**config.mk**
```make
export PLATFORM = sky130hd
export DESIGN_NAME = operand_capture
export DESIGN_NICKNAME = d
export VERILOG_FILES = /design/src/rtl/calc_pkg.sv /design/src/rtl/operand_reg.sv /design/src/rtl/operand_capture.sv
export SDC_FILE = /design/constraint.sdc
export NUM_CORES = 1
export LEC_CHECK = 0
export CORE_AREA = 2 2 44 46
export DETAILED_ROUTE_END_ITERATION = 12
export DIE_AREA = 0 0 46 48
export SKIP_CTS_REPAIR_TIMING = 1
export SYNTH_ARGS = -nofsm -noshare
export SYNTH_HDL_FRONTEND = slang
export SYNTH_SLANG_ARGS = --single-unit
```
**constraint.sdc**
```tcl
create_clock -name clk -period 1.2 [get_ports clk]
set_input_delay 0.3 -clock clk [delete_from_list [all_inputs] [get_ports clk]]
set_output_delay 0.3 -clock clk [all_outputs]
set_load 0.005 [all_outputs]
```
**src/rtl/calc_pkg.sv**
```systemverilog
// Shared calculator datapath types: operand loader states and the default operand width.
package calc_pkg;

    localparam int unsigned OPERAND_WIDTH = 4;

    typedef enum logic [1:0] {
        LOAD_A = 2'b00,
        LOAD_B = 2'b01,
        HOLD   = 2'b10
    } load_state_e;

endpackage

```
**src/rtl/operand_reg.sv**
```systemverilog
// Held operand register: async reset, synchronous clear (priority), load enable.
module operand_reg #(
    parameter int unsigned WIDTH = 4
) (
    input  logic             clk,
    input  logic             rst,
    input  logic             clr,
    input  logic             load,
    input  logic [WIDTH-1:0] d,
    output logic [WIDTH-1:0] q
);

    logic [WIDTH-1:0] val_d;
    logic [WIDTH-1:0] val_q;

    always_comb begin
        val_d = val_q;
        if (clr) begin
            val_d = '0;
        end else if (load) begin
            val_d = d;
        end
    end

    always_ff @(posedge clk or posedge rst) begin
        if (rst) begin
            val_q <= '0;
        end else begin
            val_q <= val_d;
        end
    end

    assign q = val_q;

endmodule

```
**src/rtl/operand_capture.sv**
```systemverilog
// Sequential A/B operand loader driving the downstream operand mux select.
// Optional sticky overrun flag (port ovr) enabled by OPERAND_CAPTURE_OVERRUN_EN.
module operand_capture
    import calc_pkg::*;
#(
    parameter int unsigned WIDTH = OPERAND_WIDTH
) (
    input  logic             clk,
    input  logic             rst,
    input  logic [WIDTH-1:0] din,
    input  logic             din_valid,
    input  logic             clear,
    input  logic             ack,
    output logic [WIDTH-1:0] A,
    output logic [WIDTH-1:0] B,
    output logic             S,
    output logic             ready,
    output logic             busy
`ifdef OPERAND_CAPTURE_OVERRUN_EN
   ,output logic             ovr
`endif
);

    load_state_e state_d;
    load_state_e state_q;
    logic        s_d;
    logic        s_q;
    logic        load_a;
    logic        load_b;

    // clear wins over any strobe, so gate the load enables here as well
    assign load_a = (state_q == LOAD_A) && din_valid && !clear;
    assign load_b = (state_q == LOAD_B) && din_valid && !clear;

    always_comb begin
        state_d = state_q;
        s_d     = s_q;
        case (state_q)
            LOAD_A: begin
                if (din_valid) begin
                    state_d = LOAD_B;
                    s_d     = 1'b1;
                end
            end
            LOAD_B: begin
                if (din_valid) begin
                    state_d = HOLD;
                    s_d     = 1'b0;
                end
            end
            HOLD: begin
                if (ack) begin
                    state_d = LOAD_A;
                end
            end
            default: begin
                state_d = LOAD_A;
                s_d     = 1'b0;
            end
        endcase
        if (clear) begin
            state_d = LOAD_A;
            s_d     = 1'b0;
        end
    end

    always_ff @(posedge clk or posedge rst) begin
        if (rst) begin
            state_q <= LOAD_A;
            s_q     <= 1'b0;
        end else begin
            state_q <= state_d;
            s_q     <= s_d;
        end
    end

    operand_reg #(.WIDTH(WIDTH)) u_reg_a (
        .clk  (clk),
        .rst  (rst),
        .clr  (clear),
        .load (load_a),
        .d    (din),
        .q    (A)
    );

    operand_reg #(.WIDTH(WIDTH)) u_reg_b (
        .clk  (clk),
        .rst  (rst),
        .clr  (clear),
        .load (load_b),
        .d    (din),
        .q    (B)
    );

    assign S     = s_q;
    assign busy  = (state_q == LOAD_B);
    assign ready = (state_q == HOLD);

`ifdef OPERAND_CAPTURE_OVERRUN_EN
    logic ovr_d;
    logic ovr_q;

    always_comb begin
        ovr_d = ovr_q;
        if (clear) begin
            ovr_d = 1'b0;
        end else if ((state_q == HOLD) && din_valid) begin
            ovr_d = 1'b1;
        end
    end

    always_ff @(posedge clk or posedge rst) begin
        if (rst) begin
            ovr_q <= 1'b0;
        end else begin
            ovr_q <= ovr_d;
        end
    end

    assign ovr = ovr_q;
`endif

endmodule

```
==> flow_summary.json <==
{
  "status": "finished with violations",
  "violations": "setup timing",
  "endpoint": "busy",
  "worstRegToRegCells": 4,
  "placed_cells": 85,
  "grtUsageTotal_pct": 11.22,
  "seq_area_um2": 275.3,
  "syn-cell-area_um2": 491.7,
  "async_reset_ff_share_pct": 100.0,
  "dp_hpwl_um": 812.2,
  "r2r_setup_slack_ns": -0.08,
  "hold_viol_final": 0,
  "layout_setup_ws_ns": -0.09536,
  "grt_pass1_wl_um": 1662,
  "cp-end-kind": "output pin",
  "grt-ovfl-total": 0,
  "tightest_slew_ns": 0.3266,
  "critPathRequiredTime_ns": 0.90,
  "hp-class": "in -> async",
  "maxCapViolations": 0,
  "synthTopCellsByCount": "dfrtp_1, nor2_1, mux2i_1, inv_1",
  "crit_type": "reg -> out",
  "vias": 424,
  "core_area_um2": 1689,
  "grt_pass1_vias": 389,
  "nFillCells": 166,
  "cts_sinks": 11,
  "yosysSeqAreaShare_pct": 55.98,
  "fin_crit_sh_pct": 107.9,
  "crit_start": "state_q[0]",
  "r2r-start": "state_q[1]",
  "cts_root_buf": "clkbuf_4",
  "n_antenna_cell": 0,
  "arrival_ns": 1.00,
  "finalSetupViolCount": 6,
  "clkTransAtPathRegs_ns": 0.07,
  "synth_cell_types": 15,
  "synth_flop_cell": "dfrtp_1",
  "gp_congestion": 0.7405,
  "multiInputGateArea_um2": 211.5,
  "worstPathCellList": "buf_6, inv_2, nor2_1, buf_2",
  "cp_num_buf_inv": 3,
  "die-height_um": 48,
  "vias_per_cell": 4.511,
  "critPathMaxFanout": 3,
  "synth_nets": 52,
  "synth_edf_count": 0,
  "wl_per_cell_um": 12.20,
  "yosysWarnings": 0,
  "grt_max_degree": 12,
  "finalNonFillerCells": 94,
  "cpMaxStageDelayCell": "dfrtp_1",
  "path_delay_family": "flip-flops",
  "rsz0062_at_grt": "true",
  "portBuffers": 19,
  "critPathLaunchType": "register",
  "yosysMostFrequentCell": "dfrtp_1",
  "min_period_ns": 1.295,
  "slew_violations": 0,
  "wl_um": 1147,
  "ios": 20,
  "ant_nets": 0,
  "h-tree-depth": 1,
  "die_x_um": 46,
  "synth_seq_cells": 11,
  "ir_worst_vdd_mv": 0.4929,
  "cts_tree": "yes",
  "synth_top_area_share_pct": 55.98,
  "leakagePower_uw": 0.0005891,
  "dr.first_iter.drc_count": 0,
  "netlist_instances": 43,
  "syn_avg_cell_area_um2": 11.44,
  "syn2layout_area_growth_pct": 73.54,
  "yosys.area.top_type": "dfrtp_1",
  "setup-tns-final_ns": -0.4511,
  "start_util_pct": 29.11,
  "dieArea_um2": 2208,
  "cp_num_cells": 4,
  "finalClockSkew_ns": 0.004049,
  "clockBufferDepth": 2,
  "slew_headroom_pct": 78.20,
  "drive_above_1_share_pct": 27.27,
  "num_rows": 15,
  "cts_made_buffers": 3,
  "drc": 0,
  "power_density_nw_per_um2": 1055,
  "max_stage_delay_ns": 0.41,
  "clk_latency_ns": 0.26,
  "rr_endpoint": "u_reg_a.q[1]",
  "fmax_mhz": 772.0,
  "nets": 87,
  "synthTopCellsByArea": "dfrtp_1, mux2i_1, nor2_1",
  "firstDrtPassIters": 1,
  "antenna_found_initial": 0
}
metal layers:
| layer | part of all wire (%) | track usage, % | vias to the layer above |
|---|---|---|---|
| met1 | 46 | 13.36 | 197 |
| met5 | 0 | 0 | - |
| met3 | 6.1 | 4.906 | 2 |
| met4 | 0.44 | 5.143 | 0 |
| met2 | 47 | 17.50 | 14 |
| li1 | - | - | 211 |
how the worst min path moves through the flow:
stage / startpoint / end / slack [ns] / cells after the start
after floorplan: rst / S / 0.15 / 1
after global placement: S / S / 0.48 / 2
after detailed placement: S / S / 0.50 / 2
after CTS: rst / u_reg_b.q[3] / 0.32 / 3
after global routing: rst / u_reg_b.q[3] / 0.33 / 3
final: rst / u_reg_b.q[3] / 0.32 / 3
stage by stage:
stage          util (%)  worst slack, ns  power (uW)  instance area [um2]  hold WS (ns)
2_1_floorplan         -          0.05035       512.2                491.7        0.1524
3_3_place_gp      44.67          -0.3241       638.0                754.5        0.4775
3_5_place_dp      44.67          -0.3211       639.2                754.5        0.4973
4_1_cts           46.22          -0.4765       896.6                780.7        0.3153
5_1_grt           50.52          -0.1501       954.5                853.3        0.3308
6_report          50.52         -0.09536       900.6                853.3        0.3197
worst min-delay path, cell delays in order:
cell	delay (ns)
clkdlybuf4s50_1	0.40
inv_1	0.05
buf_4	0.19
layout make-up:
cell class	count	area share, %
repair buffers	32	36.51
multi-input cells	28	24.78
flip-flops and latches	11	32.26
well taps	17	2.493
inverters	2	0.8798
clock buffers	4	3.079
power by group:
group          internal, uW  switching (uW)
clock                   128             123
sequential              398            15.8
combinational           147            89.0
total                   673             228
flip-flops by register name (all words and copies together) (netlist names):
| register | cells |
|---|---|
| u_reg_a.q | 4 |
| u_reg_b.q | 4 |
| state_q | 2 |
| S | 1 |
cell families after synthesis:
logic type,count (synthesis),synth area share [%]
mux,9,18.32
simple gates,16,18.07
compound gates,2,2.544
xor+xnor,1,1.781
flops,11,55.98
buf+inv,4,3.307
cell usage in the layout, fill, tap and decap left out:
cell type	n
buf_4	12
dfrtp_1	11
nor2_1	10
dlymetal6s2s_1	10
mux2i_1	9
clkdlybuf4s50_1	8
clkbuf_4	3
nand3b_4	1
nor2b_2	1
nand2b_1	1
a21oi_1	1
nor3b_4	1
inv_2	1
inv_1	1
xnor2_1	1
nor3_1	1
nand2_1	1
o31ai_1	1
clkbuf_1	1
buf_2	1
buf_6	1
(Power assumes the default switching activity.)
